===== src/rtl/platform_scheduler.sv =====
// Frame-synchronous geometry scheduler: moves the hole and scrolls the platform
// row once per vsync falling edge, so every visible frame uses one geometry.
module platform_scheduler #(
  parameter int HOLE_WIDTH  = 64,
  parameter int HOLE_STEP   = 2,
  parameter int FRAME_DIV   = 2,
  parameter int PLAT_HEIGHT = 16,
  parameter int PLAT_INIT   = 400,
  parameter int SCROLL_STEP = 4,
  parameter int SCROLL_DIST = 96,
  parameter int SCREEN_W    = 640,
  parameter int SCREEN_H    = 480
) (
  input  logic       clk,
  input  logic       reset,
  input  logic       vsync,
  input  logic       scroll_req,
  input  logic       pause,
  output logic [9:0] plataform_start,
  output logic [9:0] plataform_end,
  output logic [9:0] hole_start,
  output logic [9:0] hole_end,
  output logic       scrolling,
  output logic       frame_tick
);
  localparam int DW = (FRAME_DIV > 1) ? $clog2(FRAME_DIV) : 1;
  localparam logic [DW-1:0] DIV_LAST = DW'(FRAME_DIV - 1);

  typedef enum logic {IDLE, SCROLL} state_t;

  state_t        state;
  logic          vsync_d;
  logic          dir_left;
  logic          pending;
  logic [DW-1:0] div_cnt;
  logic [9:0]    scroll_cnt;

  logic [10:0] right_sum, plat_sum;
  logic [9:0]  hole_nxt, plat_nxt, cnt_nxt;
  logic        dir_nxt;
  logic        upd;

  assign upd = frame_tick & ~pause;

  // Hole bounces between the screen edges, clamping when the step would overshoot
  always_comb begin
    hole_nxt  = hole_start;
    dir_nxt   = dir_left;
    right_sum = {1'b0, hole_start} + 11'(HOLE_STEP + HOLE_WIDTH);
    if (dir_left) begin
      if (hole_start < 10'(HOLE_STEP)) begin
        hole_nxt = 10'd0;
        dir_nxt  = 1'b0;
      end else begin
        hole_nxt = hole_start - 10'(HOLE_STEP);
      end
    end else begin
      if (right_sum > 11'(SCREEN_W)) begin
        hole_nxt = 10'(SCREEN_W - HOLE_WIDTH);
        dir_nxt  = 1'b1;
      end else begin
        hole_nxt = hole_start + 10'(HOLE_STEP);
      end
    end
  end

  // Platform top wraps modulo screen height; the sum is kept 11 bits wide
  always_comb begin
    plat_sum = {1'b0, plataform_start} + 11'(SCROLL_STEP);
    plat_nxt = (plat_sum >= 11'(SCREEN_H)) ? 10'(plat_sum - 11'(SCREEN_H)) : plat_sum[9:0];
    cnt_nxt  = scroll_cnt + 10'(SCROLL_STEP);
  end

  always_ff @(posedge clk) begin
    if (reset) begin
      state           <= IDLE;
      vsync_d         <= 1'b1;
      dir_left        <= 1'b0;
      pending         <= 1'b0;
      div_cnt         <= '0;
      scroll_cnt      <= '0;
      plataform_start <= 10'(PLAT_INIT);
      plataform_end   <= 10'(PLAT_INIT + PLAT_HEIGHT);
      hole_start      <= 10'd0;
      hole_end        <= 10'(HOLE_WIDTH);
      scrolling       <= 1'b0;
      frame_tick      <= 1'b0;
    end else begin
      vsync_d    <= vsync;
      frame_tick <= vsync_d & ~vsync;
      if (scroll_req) pending <= 1'b1;
      if (upd) begin
        if (div_cnt == DIV_LAST) begin
          div_cnt    <= '0;
          hole_start <= hole_nxt;
          hole_end   <= hole_nxt + 10'(HOLE_WIDTH);
          dir_left   <= dir_nxt;
        end else begin
          div_cnt <= div_cnt + DW'(1);
        end
        case (state)
          IDLE: if (pending) begin
            state      <= SCROLL;
            scrolling  <= 1'b1;
            scroll_cnt <= '0;
            // a request landing on the arm edge itself stays queued
            pending    <= scroll_req;
          end
          SCROLL: begin
            plataform_start <= plat_nxt;
            plataform_end   <= plat_nxt + 10'(PLAT_HEIGHT);
            scroll_cnt      <= cnt_nxt;
            if (cnt_nxt == 10'(SCROLL_DIST)) begin
              state     <= IDLE;
              scrolling <= 1'b0;
            end
          end
          default: state <= IDLE;
        endcase
      end
    end
  end
endmodule

===== config.mk =====
export PLATFORM = sky130hd
export DESIGN_NAME = platform_scheduler
export DESIGN_NICKNAME = d
export VERILOG_FILES = /design/src/rtl/platform_scheduler.sv
export SDC_FILE = /design/constraint.sdc
export NUM_CORES = 1
export LEC_CHECK = 0
export CORE_UTILIZATION = 45
export CTS_CLUSTER_DIAMETER = 120
export DETAILED_ROUTE_END_ITERATION = 10
export GPL_ROUTABILITY_DRIVEN = 0
export PLACE_DENSITY = 0.69
export SLEW_MARGIN = 10
export SYNTH_ARGS = -nofsm -noshare
export SYNTH_HDL_FRONTEND = slang
export SYNTH_SLANG_ARGS = --single-unit

===== constraint.sdc =====
create_clock -name clk -period 4.9 [get_ports clk]
set_clock_uncertainty 0.15 [all_clocks]
set_input_delay 0.98 -clock clk [delete_from_list [all_inputs] [get_ports clk]]
set_output_delay 0.98 -clock clk [all_outputs]
set_load 0.01 [all_outputs]

# Word-level counts from Yosys, hierarchy flattened
# Index checks and enable logic that the tools add are counted.
# W data, S select, Z words.
[totals] out_inout_bits=42 ff_bits=57 input_bits=5
[op_classes] eq_ne=3 order_cmp=3 bitwise_logic=5 addsub=9 mux=20 reduce_logical=4
[op_table] op="$mux W10" n=5
[op_table] op="$pmux W10 S2" n=1
[op_table] op="$mux W1" n=12
[op_table] op="$add A10 B3 Y11 const B" n=1
[op_table] op="$add A10 B7 Y11 const B" n=1
[op_table] op="$ge A11 B9 Y1 const B" n=1
[op_table] op="$gt A11 B10 Y1 const B" n=1
[op_table] op="$add A10 B2 Y10 const B" n=1
[op_table] op="$add A10 B3 Y10 const B" n=1
[op_table] op="$add A10 B5 Y10 const B" n=1
[op_table] op="$add A10 B7 Y10 const B" n=1
[op_table] op="$eq A10 B7 Y1 const B" n=1
[op_table] op="$lt A10 B2 Y1 const B" n=1
[op_table] op="$sub A10 B2 Y10 const B" n=1
[op_table] op="$sub A10 B9 Y10 const B" n=1
[op_table] op="$reduce_and A2 Y1" n=3
[op_table] op="$pmux W1 S2" n=2
[op_table] op="$not A1 Y1" n=3
[op_table] op="$reduce_and A3 Y1" n=1
[op_table] op="$and A1 B1 Y1" n=2
[op_table] op="$ne A2 B1 Y1 const B" n=1
[op_table] op="$ne A2 B2 Y1 const B" n=1
[op_table] op="$add A1 B1 Y1 const B" n=1

# Depth between registers and ports, before layout
[logic_depth] depth_word=5 depth_mapped=14 mapped_depth_nobuf=13

# Least setup slack after synthesis
# OpenSTA, ideal clock, no wires.
[synth_timing] kind="reg2reg" startpoint="reg hole_start[1]" endpoint="reg hole_end[8]" setup_time_ps=132 path_stages_with_launch=15 arrival_ps=2800 slack_ps=1818 path_cell_list="dfxtp_1 > buf_2 > inv_1 > ha_1 > or4b_1 > a21oi_2 > o22ai_2 > a211oi_4 > a221o_2 > and2_1 > ha_1 > inv_1 > a21oi_1 > nand3b_1 > a21oi_1"
[synth_via] elab_chain_len=5
[synth_rtl] element="start: declaration" line="21" text="output logic [9:0] hole_start,"
[synth_rtl] element="start signal: assignment" line="95" text="hole_start <= hole_nxt;"
[synth_rtl] element="$add A10 B7 Y11" line="49" text="right_sum = {1'b0, hole_start} + 11'(HOLE_STEP + HOLE_WIDTH);"
[synth_rtl] element="$gt A11 B10 Y1" line="58" text="if (right_sum > 11'(SCREEN_W)) begin"
[synth_rtl] element="$mux W10" line="58"
[synth_rtl] element="$mux W10 *" line="50" text="if (dir_left) begin"
[synth_rtl] element="named net hole_nxt[7]" line="39" text="logic [9:0] hole_nxt, plat_nxt, cnt_nxt;"
[synth_rtl] element="$add A10 B7 Y10 *" line="96" text="hole_end <= hole_nxt + 10'(HOLE_WIDTH);"
[synth_rtl] element="end signal: assignment" line="85" text="hole_end <= 10'(HOLE_WIDTH);"
[synth_rtl] element="end signal: assignment" line="96"
[synth_rtl] element="end: declaration" line="22" text="output logic [9:0] hole_end,"
# The timed path passes the listed nets; every way through them passes the cells marked *.
# A chain may end at the register's enable or synchronous reset.

# Worst setup path after layout
# Ends and elaborated chain as after synthesis.

==> impl_metrics.ini <==
[cts]
cts_buffers = 5
cts_resized = 0
worst_skew_pair.late_latency_ns = 0.29
clock_sinks = 42
clk_path_buf_depth = 2
cts_setup_buffers = 0
path_clk_slew_ns = 0.08
cts_tree = built
ctsHoldBuffers = 0
ctsHtreeMaxLevel = 2
root_buffer = clkbuf_8

[synth]
synth_top_area_share_pct = 30.1
yosys_warnings = 0
syn-cell-area_sq_mm = 0.00279
yosysMostFrequentCell = dfxtp_1
synthArstFlopShare_pct = 0
synth_flop_cell = dfxtp_1
synth_edf_count = 0
postSynthCellCount = 361
syn_area_per_cell_sq_um = 7.74
synthDistinctLibCells = 64
synth_seq_area_share_pct = 30.1
synth-seq-cells = 42
synthTopCellsByArea = dfxtp_1 30%, a21oi_1 5.4%, nand2_1 4.6%
post-synth-top-area-cell = dfxtp_1
synth_common_cells = 42 x dfxtp_1, 34 x nand2_1, 34 x nor2_1

[grt]
grt_pass1_vias = 2286
antenna_found_initial = 0
grt-ovfl-total = 0
grt_pass1_wl_um = 10700
grt_max_degree = 22
globalRouteTotalUtil_pct = 20.7

[setup_path]
cp_data_arrival_time_ns = 3.34
max_stage_delay_ns = 0.55
reg2reg_from = hole_start[1]
regToRegSetupSlack_ns = 1.56
reg2reg_depth = 13
end_kind = register
r2r-end = hole_end[8]
crit_type = reg -> reg
cp.required_ns = 4.91
cpMaxStageDelayCell = dfxtp_1
path_cells = inv_1 > ha_1 > or4b_1 > a21oi_2 > o22ai_2 > a211oi_4 > a221o_2 > and2_1 > ha_1 > inv_1 > a21oi_1 > nand3b_1 > a21oi_1
startpoint_type = register
cp_max_fo = 12

[route]
wl_per_cell_um = 14.0
viasPerCell = 5.74
remaining_drc_errors = 0
wl_um = 6350
vias = 2602
drt_pass1_iterations = 4
drt_iter0_markers = 175
postRouteAntennaNets = 0

[sta]
min_period_ns = 3.34
rsz0062_at_grt = false
slew_violations = 0
tns_ns = 0
period_share_pct = 68.1
setup_viol = 0
worst_slew_pin_slew_ns = 0.737
slew_headroom_pct = 50.9
hold_violations = 0
fmax_ghz = 0.300

[placement]
port_buffers = 40
postPlaceCellArea_sq_mm = 0.00311
hpwl_um = 4480

[min_path]
holdPathStages = 2
hold_start = vsync_d
hold_end = frame_tick
holdCritPathClass = reg -> reg

[cells_and_area]
diodes = 0
final_area_sq_mm = 0.00320
area_growth_syn_to_layout_pct = 14.5
layout-drive-gt1-share_pct = 6.35
num-nets-final = 391

[die]
start_util_pct = 46.9
rows = 28
die_h_um = 80.8
io_pins = 47
die_w_um = 80.8
fp.coreArea_sq_mm = 0.00596
die_area_sq_mm = 0.00653

[power_and_ir_drop]
powerDensity_mw_per_mm2 = 191
p_leak_nw = 1.09
vdd_drop_max_uv = 111

[job]
max-cap-violations = 0

[status]
run_status = finished, final reports clean
==> flip-flops by register name, summed over array words and instances (netlist names), 4 cells and up <==
register	flops
scroll_cnt	8
hole_start	9
plataform_end	6
plataform_start	8
hole_end	4
==> worst max-delay path by stage <==
stage | startpoint | slack [ns] | endpoint | cells past startpoint
after floorplan | hole_start[1] | 1.82 | hole_end[8] | 14
after global placement | hole_start[1] | 1.65 | hole_end[8] | 13
after detailed placement | hole_start[1] | 1.59 | hole_end[8] | 13
after CTS | hole_start[1] | 1.58 | hole_end[8] | 13
after global routing | hole_start[1] | 1.29 | hole_end[8] | 13
final | hole_start[1] | 1.56 | hole_end[8] | 13
==> cell usage in the layout, fill, tap and decap left out, types with 3 or more instances in the layout <==
cell type / n
dfxtp_1: 42
a22o_1: 3
a211o_1: 3
and3_1: 7
nor3_1: 9
nand4_1: 4
nand3b_1: 4
a211oi_1: 7
a311oi_1: 7
or3_1: 5
xnor2_1: 10
o21a_1: 3
a31oi_1: 4
nor2b_1: 3
or2_2: 4
o31ai_1: 4
inv_1: 14
nand3_1: 15
a21oi_1: 30
nor2_1: 34
o211ai_1: 3
clkbuf_8: 6
conb_1: 6
nand2_1: 34
clkdlybuf4s50_1: 40
o21ai_0: 13
and2_1: 3
nand2b_1: 3
o21ai_1: 5
ha_1: 9
==> worst max-delay path, delay by kind of cell (launching register included) <==
kind,cells,cell delay [ns]
AOI/OAI and AO/OA,6,1.17
and+or+nand+nor,3,0.74
DFF,1,0.55
adders and majority gates,2,0.48
buffers and inverters,2,0.13
==> layout make-up <==
type,count,area [sq um]
clock buffer,7,86.3
timing repair buffer,41,408
clock inverter,1,5.00
inverter,14,52.6
tap,75,93.8
sequential,42,841
fill,587,2760
multi-input combinational,273,1710
==> stage by stage <==
step                      std cells  utilization [%]  hold slack [ns]  setup WS [ns]  total power, mW
final                           453             53.7            0.259           1.56            0.610
after detailed placement        445             52.2            0.249           1.59            0.389
after CTS                       453             53.7            0.261           1.58            0.620
after global placement          445             52.2            0.249           1.65            0.388
after global routing            453             53.7            0.292           1.29            0.638
after floorplan                 366                -            0.242           1.82            0.380
==> per-layer routing <==
metal | wire length (um) | vias to the layer above | share of wire, % | track usage (%)
met5 | 0 | - | 0 | 0
met4 | 84 | 0 | 1.3 | 6.25
met3 | 276 | 9 | 4.3 | 4.27
met2 | 3000 | 53 | 47 | 33.6
met1 | 2990 | 1230 | 47 | 27.7
li1 | - | 1310 | - | -
==> logic make-up after synthesis <==
logic type / Yosys count / synth area share, %
compound gates: 102 / 25.7
other cells: 1 / 0.134
buf+inv: 51 / 9.27
simple gates: 140 / 25.4
flops: 42 / 30.1
mux: 5 / 1.93
fa+ha+maj: 9 / 4.03
xor+xnor: 11 / 3.45
==> power by group <==
group / internal, mW / switching [mW]
clock: 0.114 / 0.116
combinational: 0.0141 / 0.0178
sequential: 0.345 / 0.00397
total: 0.473 / 0.137
No activity file was read; power rests on OpenSTA's default activity.
